**src/rtl/fft_ctrl_seq.sv**
```systemverilog
// Run-time sized radix-2 DIT FFT sequencer over ping-pong RAM banks with a delayed butterfly write-back.
// Optional FFT_PERF_CNT_EN adds the cycle_cnt compute/drain performance counter.
module fft_ctrl_seq #(
    parameter int M_MAX    = 9,
    parameter int BFLY_LAT = 3,
    parameter int CNT_W    = 20
) (
    input  logic               clk,
    input  logic               reset,
    input  logic               start,
    input  logic [3:0]         log2n,
    input  logic               in_valid,
    output logic               in_ready,
    output logic               out_valid,
    input  logic               out_ready,
    output logic [M_MAX-1:0]   out_idx,
    output logic               busy,
    output logic               done,
    output logic               err,
    output logic               rd_sel,
    output logic               we0,
    output logic               we1,
    output logic [M_MAX-1:0]   adr0_a,
    output logic [M_MAX-1:0]   adr0_b,
    output logic [M_MAX-1:0]   adr1_a,
    output logic [M_MAX-1:0]   adr1_b,
    output logic [M_MAX-2:0]   twiddle_adr
`ifdef FFT_PERF_CNT_EN
    ,
    output logic [CNT_W-1:0]   cycle_cnt
`endif
);

    localparam int DW = $clog2(BFLY_LAT + 1);

    typedef enum logic [2:0] {
        S_IDLE,
        S_LOAD,
        S_COMPUTE,
        S_DRAIN,
        S_UNLOAD
    } state_t;

    state_t             state_q, state_d;
    logic [3:0]         n_q, n_d;
    logic [3:0]         s_q, s_d;
    logic [M_MAX-1:0]   load_cnt_q, load_cnt_d;
    logic [M_MAX-2:0]   b_q, b_d;
    logic [DW-1:0]      drain_q, drain_d;
    logic [M_MAX-1:0]   idx_q, idx_d;

    logic               wr_vld_q   [BFLY_LAT];
    logic [M_MAX-1:0]   wr_adr_a_q [BFLY_LAT];
    logic [M_MAX-1:0]   wr_adr_b_q [BFLY_LAT];

    logic               issue;
    logic               legal_n;
    logic               start_ok;
    logic [M_MAX-1:0]   n_mask;
    logic [M_MAX-2:0]   half_mask;
    logic [M_MAX-1:0]   rd_adr_a;
    logic [M_MAX-1:0]   rd_adr_b;
    logic [M_MAX-2:0]   tw_adr;

    // Reverse the low n bits of x; bits at n and above come out as zero.
    function automatic logic [M_MAX-1:0] bitrev_n(input logic [M_MAX-1:0] x, input logic [3:0] n);
        logic [M_MAX-1:0] r;
        r = '0;
        for (int i = 0; i < M_MAX; i++) begin
            r[i] = x[M_MAX-1-i];
        end
        return r >> (4'(M_MAX) - n);
    endfunction

    // Spread butterfly index b around a zero at bit s to form the upper-leg address.
    function automatic logic [M_MAX-1:0] ins_zero(input logic [M_MAX-2:0] b, input logic [3:0] s);
        logic [M_MAX-1:0] bw;
        logic [M_MAX-1:0] lo_mask;
        bw      = {1'b0, b};
        lo_mask = ~({M_MAX{1'b1}} << s);
        return ((bw & ~lo_mask) << 1) | (bw & lo_mask);
    endfunction

    function automatic logic [M_MAX-2:0] twiddle_of(input logic [M_MAX-2:0] b, input logic [3:0] s);
        logic [M_MAX-2:0] tw_mask;
        tw_mask = ~({(M_MAX-1){1'b1}} << s);
        return (b & tw_mask) << (4'(M_MAX - 1) - s);
    endfunction

    assign legal_n   = (log2n >= 4'd4) && (int'(log2n) <= M_MAX);
    assign start_ok  = (state_q == S_IDLE) && start && legal_n;
    assign n_mask    = ~({M_MAX{1'b1}} << n_q);
    assign half_mask = n_mask[M_MAX-1:1];
    assign rd_adr_a  = ins_zero(b_q, s_q);
    assign rd_adr_b  = rd_adr_a | (M_MAX'(1) << s_q);
    assign tw_adr    = twiddle_of(b_q, s_q);
    assign busy      = (state_q != S_IDLE);
    assign out_idx   = idx_q;

    always_ff @(posedge clk) begin
        if (reset) begin
            state_q    <= S_IDLE;
            n_q        <= '0;
            s_q        <= '0;
            load_cnt_q <= '0;
            b_q        <= '0;
            drain_q    <= '0;
            idx_q      <= '0;
            for (int i = 0; i < BFLY_LAT; i++) begin
                wr_vld_q[i] <= 1'b0;
            end
        end else begin
            state_q    <= state_d;
            n_q        <= n_d;
            s_q        <= s_d;
            load_cnt_q <= load_cnt_d;
            b_q        <= b_d;
            drain_q    <= drain_d;
            idx_q      <= idx_d;
            wr_vld_q[0] <= issue;
            for (int i = 1; i < BFLY_LAT; i++) begin
                wr_vld_q[i] <= wr_vld_q[i-1];
            end
        end
    end

    // Write-back address pipeline; only qualified by wr_vld_q, so no reset needed.
    always_ff @(posedge clk) begin
        wr_adr_a_q[0] <= rd_adr_a;
        wr_adr_b_q[0] <= rd_adr_b;
        for (int i = 1; i < BFLY_LAT; i++) begin
            wr_adr_a_q[i] <= wr_adr_a_q[i-1];
            wr_adr_b_q[i] <= wr_adr_b_q[i-1];
        end
    end

    always_comb begin
        state_d     = state_q;
        n_d         = n_q;
        s_d         = s_q;
        load_cnt_d  = load_cnt_q;
        b_d         = b_q;
        drain_d     = drain_q;
        idx_d       = idx_q;
        issue       = 1'b0;
        in_ready    = 1'b0;
        out_valid   = 1'b0;
        done        = 1'b0;
        err         = 1'b0;
        rd_sel      = 1'b0;
        we0         = 1'b0;
        we1         = 1'b0;
        adr0_a      = '0;
        adr0_b      = '0;
        adr1_a      = '0;
        adr1_b      = '0;
        twiddle_adr = '0;

        case (state_q)
            S_IDLE: begin
                if (start) begin
                    if (legal_n) begin
                        n_d        = log2n;
                        load_cnt_d = '0;
                        state_d    = S_LOAD;
                    end else begin
                        err = 1'b1;
                    end
                end
            end
            S_LOAD: begin
                in_ready = 1'b1;
                if (in_valid) begin
                    we0    = 1'b1;
                    adr0_a = bitrev_n(load_cnt_q, n_q);
                    adr0_b = bitrev_n(load_cnt_q, n_q);
                    if (load_cnt_q == n_mask) begin
                        load_cnt_d = '0;
                        s_d        = '0;
                        b_d        = '0;
                        state_d    = S_COMPUTE;
                    end else begin
                        load_cnt_d = load_cnt_q + 1'b1;
                    end
                end
            end
            S_COMPUTE: begin
                issue       = 1'b1;
                rd_sel      = s_q[0];
                twiddle_adr = tw_adr;
                if (s_q[0]) begin
                    adr1_a = rd_adr_a;
                    adr1_b = rd_adr_b;
                end else begin
                    adr0_a = rd_adr_a;
                    adr0_b = rd_adr_b;
                end
                if (b_q == half_mask) begin
                    b_d     = '0;
                    drain_d = '0;
                    state_d = S_DRAIN;
                end else begin
                    b_d = b_q + 1'b1;
                end
            end
            S_DRAIN: begin
                rd_sel = s_q[0];
                if (drain_q == DW'(BFLY_LAT - 1)) begin
                    if (s_q < n_q - 4'd1) begin
                        s_d     = s_q + 4'd1;
                        state_d = S_COMPUTE;
                    end else begin
                        s_d     = '0;
                        idx_d   = '0;
                        state_d = S_UNLOAD;
                    end
                end else begin
                    drain_d = drain_q + 1'b1;
                end
            end
            S_UNLOAD: begin
                out_valid = 1'b1;
                rd_sel    = n_q[0];
                if (n_q[0]) begin
                    adr1_a = idx_q;
                end else begin
                    adr0_a = idx_q;
                end
                if (out_ready) begin
                    if (idx_q == n_mask) begin
                        done    = 1'b1;
                        idx_d   = '0;
                        state_d = S_IDLE;
                    end else begin
                        idx_d = idx_q + 1'b1;
                    end
                end
            end
            default: begin
                state_d = S_IDLE;
            end
        endcase

        // Write bank is the opposite of the read bank for the current stage.
        if ((state_q == S_COMPUTE || state_q == S_DRAIN) && wr_vld_q[BFLY_LAT-1]) begin
            if (s_q[0]) begin
                we0    = 1'b1;
                adr0_a = wr_adr_a_q[BFLY_LAT-1];
                adr0_b = wr_adr_b_q[BFLY_LAT-1];
            end else begin
                we1    = 1'b1;
                adr1_a = wr_adr_a_q[BFLY_LAT-1];
                adr1_b = wr_adr_b_q[BFLY_LAT-1];
            end
        end

        if (reset) begin
            we0 = 1'b0;
            we1 = 1'b0;
        end
    end

`ifdef FFT_PERF_CNT_EN
    logic [CNT_W-1:0] cyc_q;

    always_ff @(posedge clk) begin
        if (reset) begin
            cyc_q <= '0;
        end else if (start_ok) begin
            cyc_q <= '0;
        end else if ((state_q == S_COMPUTE || state_q == S_DRAIN) && (cyc_q != '1)) begin
            cyc_q <= cyc_q + 1'b1;
        end
    end

    assign cycle_cnt = cyc_q;
`else
    logic unused_start_ok;
    assign unused_start_ok = start_ok;
`endif

endmodule

```
**config.mk**
```make
export PLATFORM = sky130hd
export DESIGN_NAME = fft_ctrl_seq
export DESIGN_NICKNAME = d
export VERILOG_FILES = /design/src/rtl/fft_ctrl_seq.sv
export SDC_FILE = /design/constraint.sdc
export NUM_CORES = 1
export LEC_CHECK = 0
export ABC_AREA = 1
export BUFFER_PORTS_ARGS = -buffer_cell sky130_fd_sc_hd__buf_2
export CAP_MARGIN = 0
export CORE_MARGIN = 2
export CORE_UTILIZATION = 30
export CTS_BUF_LIST = sky130_fd_sc_hd__clkbuf_2 sky130_fd_sc_hd__clkbuf_4 sky130_fd_sc_hd__clkbuf_8
export DETAILED_ROUTE_END_ITERATION = 8
export PLACE_DENSITY_LB_ADDON = 0.15
export SYNTH_ARGS = -nofsm -noshare
export SYNTH_HDL_FRONTEND = slang
export SYNTH_SLANG_ARGS = --single-unit
```
**constraint.sdc**
```tcl
create_clock -name clk -period 6.4 [get_ports clk]
set_clock_uncertainty 0.15 [all_clocks]
set_input_delay 0.64 -clock clk [delete_from_list [all_inputs] [get_ports clk]]
set_output_delay 0.64 -clock clk [all_outputs]
set_load 0.02 [all_outputs]
```
==> results_dict.tcl <==
set metrics [dict create \
    dieArea_mm2 0.0189 \
    ant_nets 0 \
    period_needed_ns 3.92 \
    cp.arrival_ns 3.13 \
    tightest_slew_ns 0.952 \
    yosysTopAreaCellShare_pct 36.0 \
    post_cts_buffers 0 \
    grt_remaining_overflow 0 \
    numCtsBuffers 9 \
    status "finished, final reports clean" \
    start_util_pct 30.7 \
    holdPathStages 0 \
    syn_nets 803 \
    ys.flop_type "dfxtp_1" \
    synth-seq-area-share_pct 36.0 \
    synth_warnings 0 \
    cts_hold_buf 0 \
    ctsResizeCount 0 \
    routed-via-count 5364 \
    dpl.hpwl_um 14100 \
    die_h_um 137 \
    drt_iter0_drc 546 \
    fill_cells 1902 \
    syn-cell-area_mm2 0.00533 \
    ff2ff_path_depth 14 \
    maxSlewHeadroom_pct 36.3 \
    crit_fanout 13 \
    antenna_cells 0 \
    port_buffers 69 \
    async_reset_ff_share_pct 0 \
    die_w_um 137 \
    firstDrtPassIters 5 \
    fin_crit_sh_pct 61.3 \
    avgSynthCellArea_um2 6.91 \
    rows 48 \
    timing.final.hold_violations 0 \
    worst-r2r-setup-slack_ns 3.01 \
    rsz0062_at_grt "no" \
    multi_input_area_mm2 0.00294 \
    synthTopCellsByArea "dfxtp_1 36%, nand2_1 14%, inv_1 6.8%" \
    worstReg2RegEnd "out_idx[7]" \
    cts_root_buf "clkbuf_8" \
    ir_drop_v 0.000109 \
    synth_top_cell_by_area "dfxtp_1" \
    cts.sinks 96 \
    cp-end-kind "output pin" \
    maxCapViolCount 0 \
    synth_edf_count 0 \
    critPathKind "flop to output pin" \
    clockBufferDepth 2 \
    seq_area_mm2 0.00192 \
    antenna_found_initial 0 \
    syn_inst 771 \
    syn_to_final_growth_pct 14.5 \
    cts.clk_slew.worst_paths_ns 0.11 \
    drive_gt1_share_pct 16.0 \
    place.gp.congestion 0.881 \
    critPathRequiredTime_ns 5.61 \
    vias_per_cell 5.04 \
    grt_max_degree 23 \
    core_mm2 0.0174 \
    drt_drc_violations_left 0 \
    powerDensity_mw_per_mm2 310 \
    fin_area_mm2 0.00610 \
    clkLatencyLatePin_ns 0.41 \
    h-tree-depth 3 \
    synth_cell_types 49 \
    maxSlewViolCount 0 \
    grt_usage_pct 19.9 \
    hold_class "flop to flop" \
    startpoint_type "flop" \
    final_nets 867 \
    setup_viol 0 \
    fmax_mhz 255 \
    grt_pass1_vias 4927 \
    grt_pass1_wl_um 28200 \
    cts_tree "yes" \
    io_pins 70 \
    hold_end "wr_adr_a_q[0][12]" \
    leakage_nw 2.67 \
    final_util_pct 35.2 \
    hold_path.startpoint "wr_adr_a_q[0][3]" \
    rr_startpoint "n_q[1]" \
    synth-seq-cells 96 \
    routed_wl_um 18300 \
    dpl_cell_area_mm2 0.00590 \
    fin_setup_tns_ns 0 \
    wire_per_inst_um 17.2 \
]
critical path, cell delays in order (launching register included):
cell	delay, ns
dfxtp_1	0.37
inv_1	0.15
nand2_1	0.09
nor2_1	0.72
inv_1	0.38
nor2_1	0.21
buf_4	0.23
inv_1	0.13
o221ai_1	0.20
buf_2	0.22
report_power, final:
part	switching [mW]	internal [mW]
combinational	0.546	0.217
clock	0.269	0.157
sequential	0.0614	0.642
total	0.876	1.02
metal layers:
metal	GRT usage (%)	vias to the layer above	routed length, µm
li1	-	2679	-
met1	27.5	2494	8660
met2	31.1	164	8290
met3	2.94	27	903
met4	7.79	0	465
met5	0	-	0
Yosys cell counts, types with 2 or more instances:
master	n
a211oi_2	2
or2_2	3
nor2_2	8
nand2_2	8
inv_1	96
nor3_1	10
clkbuf_1	13
nor4_1	2
a31o_2	2
nand2_1	193
o21ai_1	3
dfxtp_1	96
nand4_1	11
xnor2_1	4
a21oi_1	34
nor3_2	2
inv_2	7
nor3b_2	4
xor2_1	4
o21ai_0	64
nand3_1	49
o211ai_1	11
a211oi_1	2
nand2_4	2
o22ai_1	4
a221oi_1	2
a22oi_1	7
nor2_4	2
buf_2	3
a31oi_1	4
o221ai_1	12
nor2_1	68
ha_1	23
worst max-delay path by stage:
stage / slack (ns) / start / to / cells after the start
floorplan: 3.55 / s_q[0] / twiddle_adr[7] / 7
global placement: 2.90 / state_q[0] / adr0_b[8] / 9
detailed placement: 2.93 / state_q[0] / adr0_b[8] / 9
CTS: 2.48 / state_q[0] / adr0_b[8] / 9
global route: 2.18 / state_q[0] / twiddle_adr[4] / 8
finish: 2.48 / state_q[0] / adr0_b[8] / 9
state kept, by name, summed over array words and instances, names as in the netlist:
| name | cells |
|---|---|
| wr_adr_a_q | 27 |
| wr_adr_b_q | 27 |
| load_cnt_q | 9 |
| out_idx | 9 |
| b_q | 8 |
| n_q | 4 |
| s_q | 4 |
| state_q | 3 |
| wr_vld_q | 3 |
| drain_q | 2 |
metrics by stage:
stage                     std cells  power (mW)  worst slack [ns]  hold WS, ns
after global placement         1049        1.48              2.90        0.160
final                          1065        1.89              2.48        0.177
after global routing           1065        2.02              2.18        0.179
after floorplan                 771        1.24              3.55        0.160
after detailed placement       1049        1.47              2.93        0.162
after CTS                      1065        1.90              2.48        0.178
layout by cell type, fill, tap and decap left out, drive strengths merged:
master and count:
nand2 203, inv 108, dfxtp 96, nor2 78
buf 71, o21ai 69, nand3 50, a21oi 35
ha 23, nor3 13, o221ai 12, nand4 12
o211ai 11, clkbuf 9, a22oi 7, xor2 4
xnor2 4, o22ai 4, a31oi 4, nor3b 4
a211oi 4, clkinv 4, or2 3, a31o 2
a221oi 2, nor4 2, a21o 1, o2111ai 1
o21bai 1, nand3b 1, o31ai 1, a21boi 1
cell type report:
type | instances | share of cell area (%)
Multi-Input combinational cell | 552 | 48.1
Sequential cell | 96 | 31.5
Inverter | 105 | 6.50
Timing Repair Buffer | 71 | 5.90
Tap cell | 225 | 4.61
Clock buffer | 9 | 2.03
Clock inverter | 7 | 1.33
logic make-up after synthesis:
group | synth area share [%]
flip-flops | 36.0
AO/OA/AOI/OAI | 17.7
XOR/XNOR | 1.31
AND/OR/NAND/NOR | 30.7
buffers and inverters | 8.85
adder cells (fa/ha/maj) | 5.40
(Power assumes the default switching activity.)
